$ cat config.mk
export PLATFORM = sky130hd
export DESIGN_NAME = sap1_sequencer
export DESIGN_NICKNAME = d
export VERILOG_FILES = /design/src/rtl/sap1_pkg.sv /design/src/rtl/sap1_ring_counter.sv /design/src/rtl/sap1_sequencer.sv
export SDC_FILE = /design/constraint.sdc
export NUM_CORES = 1
export LEC_CHECK = 0
export CAP_MARGIN = 20
export CORE_MARGIN = 4
export CORE_UTILIZATION = 26
export CTS_BUF_LIST = sky130_fd_sc_hd__clkbuf_16
export CTS_CLUSTER_DIAMETER = 30
export DETAILED_ROUTE_END_ITERATION = 12
export HOLD_SLACK_MARGIN = 0.05
export PLACE_DENSITY = 0.58
export SETUP_SLACK_MARGIN = 0.1
export SLEW_MARGIN = 20
export SYNTH_ARGS = -nofsm -noshare
export SYNTH_HDL_FRONTEND = slang
export SYNTH_SLANG_ARGS = --single-unit
$ cat constraint.sdc
create_clock -name clk_i -period 2.4 [get_ports clk_i]
set_clock_uncertainty 0.15 [all_clocks]
set_input_delay 0.48 -clock clk_i [delete_from_list [all_inputs] [get_ports clk_i]]
set_output_delay 0.48 -clock clk_i [all_outputs]
set_load 0.02 [all_outputs]
$ cat src/rtl/sap1_pkg.sv
// Shared SAP-1 sequencer constants: opcodes, control-word bit positions,
// one-hot T-states and the fixed fetch control words.
package sap1_pkg;

   localparam int OP_W = 4;
   localparam int CW_W = 12;

   localparam logic [OP_W-1:0] OP_LDA = 4'h0;
   localparam logic [OP_W-1:0] OP_ADD = 4'h1;
   localparam logic [OP_W-1:0] OP_SUB = 4'h2;
   localparam logic [OP_W-1:0] OP_OUT = 4'hE;
   localparam logic [OP_W-1:0] OP_HLT = 4'hF;

   localparam int CW_CP = 0;
   localparam int CW_EP = 1;
   localparam int CW_LM = 2;
   localparam int CW_CE = 3;
   localparam int CW_LI = 4;
   localparam int CW_EI = 5;
   localparam int CW_LA = 6;
   localparam int CW_EA = 7;
   localparam int CW_SU = 8;
   localparam int CW_EU = 9;
   localparam int CW_LB = 10;
   localparam int CW_LO = 11;

   localparam logic [5:0] T1 = 6'b000001;
   localparam logic [5:0] T2 = 6'b000010;
   localparam logic [5:0] T3 = 6'b000100;
   localparam logic [5:0] T4 = 6'b001000;
   localparam logic [5:0] T5 = 6'b010000;
   localparam logic [5:0] T6 = 6'b100000;

   function automatic logic [CW_W-1:0] cw(input int idx);
      return CW_W'(1) << idx;
   endfunction

   localparam logic [CW_W-1:0] CW_FETCH_T1 = cw(CW_EP) | cw(CW_LM);
   localparam logic [CW_W-1:0] CW_FETCH_T2 = cw(CW_CP);
   localparam logic [CW_W-1:0] CW_FETCH_T3 = cw(CW_CE) | cw(CW_LI);

endpackage

$ cat src/rtl/sap1_ring_counter.sv
// Six-state one-hot ring counter: resets to T1, freezes while i_hold,
// and jumps back to T1 on i_restart.
module sap1_ring_counter
   import sap1_pkg::*;
(
   input  logic       i_clk,
   input  logic       i_rst_n,
   input  logic       i_hold,
   input  logic       i_restart,
   output logic [5:0] o_state
);

   logic [5:0] r_state;

   always_ff @(posedge i_clk or negedge i_rst_n) begin
      if (!i_rst_n) begin
         r_state <= T1;
      end else if (!i_hold) begin
         r_state <= i_restart ? T1 : {r_state[4:0], r_state[5]};
      end
   end

   assign o_state = r_state;

endmodule

$ cat src/rtl/sap1_sequencer.sv
// SAP-1 microcoded sequencer: T-state ring plus opcode decode into the control word and halt.
// Optional SAP1_SEQ_EARLY_END_EN shortens LDA/OUT/undefined instruction cycles.
module sap1_sequencer
   import sap1_pkg::*;
#(
   parameter int OP_W_P = OP_W,
   parameter int CW_W_P = CW_W
) (
   input  logic              clk_i,
   input  logic              rstn_i,
   input  logic [OP_W_P-1:0] opcode_i,
   output logic              hltn_o,
   output logic [CW_W_P-1:0] ctrl_word_o,
   output logic [5:0]        t_state_o
);

   logic [5:0]      w_t;
   logic [CW_W-1:0] w_ctrl;
   logic            w_hlt_now;
   logic            w_hold;
   logic            w_restart;
   logic            r_halt;

   // Opcode is only meaningful once the IR has been loaded, i.e. from T4 on.
   assign w_hlt_now = (w_t == T4) && (opcode_i == OP_HLT);
   assign w_hold    = r_halt | w_hlt_now;

   always_ff @(posedge clk_i or negedge rstn_i) begin
      if (!rstn_i) begin
         r_halt <= 1'b0;
      end else if (w_hlt_now) begin
         r_halt <= 1'b1;
      end
   end

`ifdef SAP1_SEQ_EARLY_END_EN
   logic w_undef;
   assign w_undef   = (opcode_i >= 4'h3) && (opcode_i <= 4'hD);
   assign w_restart = ((w_t == T5) && (opcode_i == OP_LDA)) ||
                      ((w_t == T4) && ((opcode_i == OP_OUT) || w_undef));
`else
   assign w_restart = 1'b0;
`endif

   sap1_ring_counter u_ring (
      .i_clk     (clk_i),
      .i_rst_n   (rstn_i),
      .i_hold    (w_hold),
      .i_restart (w_restart),
      .o_state   (w_t)
   );

   always_comb begin
      w_ctrl = '0;
      unique case (w_t)
         T1: w_ctrl = CW_FETCH_T1;
         T2: w_ctrl = CW_FETCH_T2;
         T3: w_ctrl = CW_FETCH_T3;
         T4: begin
            if (opcode_i == OP_LDA || opcode_i == OP_ADD || opcode_i == OP_SUB)
               w_ctrl = cw(CW_EI) | cw(CW_LM);
            else if (opcode_i == OP_OUT)
               w_ctrl = cw(CW_EA) | cw(CW_LO);
         end
         T5: begin
            if (opcode_i == OP_LDA)
               w_ctrl = cw(CW_CE) | cw(CW_LA);
            else if (opcode_i == OP_ADD || opcode_i == OP_SUB)
               w_ctrl = cw(CW_CE) | cw(CW_LB);
         end
         T6: begin
            if (opcode_i == OP_ADD)
               w_ctrl = cw(CW_EU) | cw(CW_LA);
            else if (opcode_i == OP_SUB)
               w_ctrl = cw(CW_SU) | cw(CW_EU) | cw(CW_LA);
         end
         default: w_ctrl = '0;
      endcase
      if (r_halt) w_ctrl = '0;
   end

   assign ctrl_word_o = w_ctrl;
   assign hltn_o      = ~w_hold;
   assign t_state_o   = w_t;

endmodule

After elaboration in Yosys (flattened, before gate mapping)
Cells that the tools add are included.

Flip-flop bits (word level): 7.

Eq/ne operators: 10. Multiplexer cells: 8. Bitwise gates (word level): 2. Reduce and logical (&&, ||, !) cells: 5.

Operator list (count): one-hot mux 12 bit (6 select lines) (1); 2-to-1 mux 12 bit (3); 2-to-1 mux 11 bit (2); 2-to-1 mux 10 bit (2); equality test 4 bit (second input constant) (2); equality test 6 x 1 -> 1 bit (second input constant) (1); equality test 6 x 2 -> 1 bit (second input constant) (1); equality test 6 x 3 -> 1 bit (second input constant) (1); equality test 6 x 4 -> 1 bit (second input constant) (1); equality test 6 x 5 -> 1 bit (second input constant) (1); equality test 6 bit (second input constant) (1); equality test 4 x 1 -> 1 bit (second input constant) (1); equality test 4 x 2 -> 1 bit (second input constant) (1); logical NOT 4 bit (1); logical OR 1 bit (3); logical AND 1 bit (1); inverter 1 bit (1); bitwise OR 1 bit (1).

Depth between registers and ports, before layout
Word-level depth: 6. Gate-level depth with buffers: 4. Depth with buffers taken out: 3.

By module
From an unflattened synthesis, not the netlist that was laid out.

Cell total of the unflattened synthesis: 64. Area total of the unflattened synthesis: 565.5 um^2.

By module, submodules not included: sap1_sequencer (instances 1, cells an instance 40, area each 314.1 um^2, seq. area each 25.0 um^2); sap1_ring_counter (instances 1, cells an instance 24, area each 251.5 um^2, seq. area each 151.4 um^2).

Worst setup path after synthesis
OpenSTA, ideal clock, no wires.

Path type: register to output. Start point: reg u_ring.r_state[1], in the netlist u_ring.o_state[1]. End point: out ctrl_word_o[11]. Arrival time: 2186 ps. Path slack: -416 ps. Cell stages (with the launch flop): 5. Path buffers: 1. Path through: dfrtp_1 -> or4_4 -> or3_4 -> nor4_2 -> buf_4.

Word-level cells in the longest chain between the ends: 3. Elaborated cells on any way between the ends: 8. Classes of those cells: eq/ne (6); mux (2).

Ends and longest elaborated chain: from (decl) (RTL line sap1_ring_counter.sv:13) `logic [5:0] r_state;`; from (signal assigned) (RTL line sap1_ring_counter.sv:19) `r_state <= i_restart ? T1 : {r_state[4:0], r_state[5]};`; equality test 6 bit, or another cell as far along (RTL line sap1_sequencer.sv:55) `unique case (w_t)`; one-hot mux 12 bit (6 select lines) * (RTL line sap1_sequencer.sv:55); 2-to-1 mux 12 bit * (RTL line sap1_sequencer.sv:79) `if (r_halt) w_ctrl = '0;`; to (decl) (RTL line sap1_sequencer.sv:13) `output logic [CW_W_P-1:0] ctrl_word_o,`.

Mark *: on every way between the ends. The rest lies on a longest branch, timed or not.

Worst setup path in the final report
Start point: reg u_ring.r_state[1], in the netlist u_ring.o_state[1]. End point: out ctrl_word_o[2].

Same word-level chain as after synthesis.

==> flow_summary.yaml <==
timing:
  maxSlewViolCount: 0
  setup_slack_ns: -0.172
  min_period_ns: 2.57
  hold_violations: 0
  setup_violations: 7
  slew_headroom: 0.803
  period_share: 1.07
  tns_ns: -0.704
  worst_pin_slew_ns: 0.295
  max_freq_ghz: 0.389
  rsz0062_at_grt: "true"
synthesis:
  synth_nets: 62
  avgSynthCellArea_um2: 9.50
  syn_inst: 56
  synth_area_um2: 532
  ys_seq_area_frac: 0.332
  ys_types: 31
  synth_top_area_cell: "dfrtp_1"
  yosys_warnings: 0
  netlist.area_leader.share: 0.282
  ys_ff_latch: 7
  synthTopCellsByArea: "dfrtp_1 28%, mux2_2 8.5%, or3b_2 6.6%"
job:
  max-cap-violations: 0
worst_setup_path:
  worstPathMaxFanout: 4
  worst_path_largest_cell_delay_ns: 0.54
  reg2reg_to: "r_halt"
  worstSetupPathType: "flip-flop to primary output"
  slowest_stage: "or4_4"
  endpoint_kind: "primary output"
  r2r_start: "u_ring.o_state[1]"
  path_cells: "or4_4 -> or4_4 -> a21oi_4 -> buf_6"
  arrival_ns: 1.94
  startpoint_type: "flip-flop"
  crit_top_cell: "or4_4"
  required_ns: 1.77
  reg2regPathDepth: 3
  reg2reg_setup_slack_ns: 0.67
final_layout:
  layout_commonest_cell: "buf_4"
  layout.nets: 104
  fin_util: 0.560
  drive_gt1_frac: 0.629
  antenna_cells: 0
  mostFrequentLayoutCells: "19 x buf_4, 8 x buf_6, 7 x clkdlybuf4s50_1"
  syn_to_final_growth_pct: 107
die:
  pin_count: 25
  die-area_mm2: 0.00283
  initial_core_util: 0.271
  die_x_um: 53.2
  core_area_mm2: 0.00196
  fp.dieH_um: 53.2
  core.rowCount: 16
route:
  antenna_left: 0
  drc: 0
  first_pass_iters: 2
  wl_per_cell_um: 12.8
  drtIter0Drc: 5
  vias_per_cell: 4.65
  vias: 576
  wirelength_um: 1580
run_status:
  outcome: "finished with violations"
  violations: "negative setup slack"
place:
  gp_congestion: 0.772
  dp_hpwl_um: 1270
  io_buffers: 24
global_routing:
  grt_max_degree: 10
  antenna_found_initial: 0
  grt_pass1_vias: 579
  grt_usage: 0.130
  grt.overflow.total: 0
  grt_first_pass_wirelength_um: 2660
cts:
  clk_pin_slew_ns: 0.03
  numCtsBuffers: 3
  clkLatencyLatePin_ns: 0.23
  cts_hold_buf: 0
  clock_sinks: 7
  cts-root-buf: "clkbuf_16"
  cts_tree: "built"
  htreeDepth: 1
  clk_path_buf_depth: 2
power:
  power.leakage_nw: 0.445
  power_density_mw_per_mm2: 543
  irDropWorstVdd_uv: 462
min_path:
  hp-class: "primary input to asynchronous set/reset pin"
## logic make-up after synthesis
logic type,Yosys count,share of synthesized area
simple gates,29,0.391
compound gates,9,0.115
flops,7,0.332
mux,5,0.104
buf+inv,5,0.0423
xor+xnor,1,0.0165
## Yosys cell counts, drive strengths merged
master	instances
a21o	1
o21ai	2
nor3b	1
a211o	1
nand4	2
inv	2
buf	2
nor2b	1
nor4b	3
a22o	1
nor4	1
dfstp	1
nand2b	2
nor3	6
o21a	1
nand3b	1
nand2	2
or3b	4
xnor2	1
nand3	1
or3	1
dfrtp	6
nor2	1
a21oi	3
clkbuf	1
mux2i	1
or4	3
mux2	4
## state kept, by name (all words and copies together) (netlist names)
signal / flops
r_halt: 1
u_ring.o_state: 6
## worst max-delay path, delay by kind of cell (launching register included)
family | cells | cell delay, ns
compound gates | 1 | 0.16
buf+inv | 1 | 0.12
flops | 1 | 0.39
simple gates | 2 | 1.05
## routing by layer
metal  wire length, um  track usage
met4                19       0.0766
met5                 0            0
met2               749        0.198
met1               752        0.168
met3                63       0.0225
## through the flow
stage	hold WS [ns]	worst slack, ns	cell area, um2	power, mW	std cells
final	0.355	-0.172	1100	0.596	124
after global routing	0.398	-0.230	1100	0.626	124
after floorplan	0.0344	-0.129	571	0.206	56
after detailed placement	0.419	-0.746	942	0.283	119
after global placement	0.413	-0.723	942	0.282	119
after CTS	0.367	-0.184	1070	0.579	123
## repair_timing
item	in CTS	in global routing
resized for setup	89	8
pin swaps	7	2
setup buffers	1	1
setup endpoints to repair	13	12
## final cells by class
| type | instances | area, um2 |
|---|---|---|
| Clock buffer | 3 | 75.1 |
| Clock inverter | 1 | 3.75 |
| Fill cell | 191 | 863 |
| Inverter | 2 | 7.51 |
| Multi-Input combinational cell | 44 | 449 |
| Sequential cell | 7 | 181 |
| Tap cell | 27 | 33.8 |
| Timing Repair Buffer | 40 | 348 |
## worst max-delay path by stage
stage,start,to,cells after the start
2_1_floorplan,u_ring.o_state[1],ctrl_word_o[11],4
3_3_place_gp,opcode_i[0],ctrl_word_o[2],5
3_5_place_dp,opcode_i[0],ctrl_word_o[2],5
4_1_cts,u_ring.o_state[1],ctrl_word_o[2],4
5_1_grt,u_ring.o_state[1],ctrl_word_o[2],4
6_report,u_ring.o_state[1],ctrl_word_o[2],4
## power breakdown
group	switching (mW)	internal, mW
sequential	0.00562	0.127
combinational	0.0823	0.108
clock	0.0570	0.216
Power figures use the tool's default switching activity.
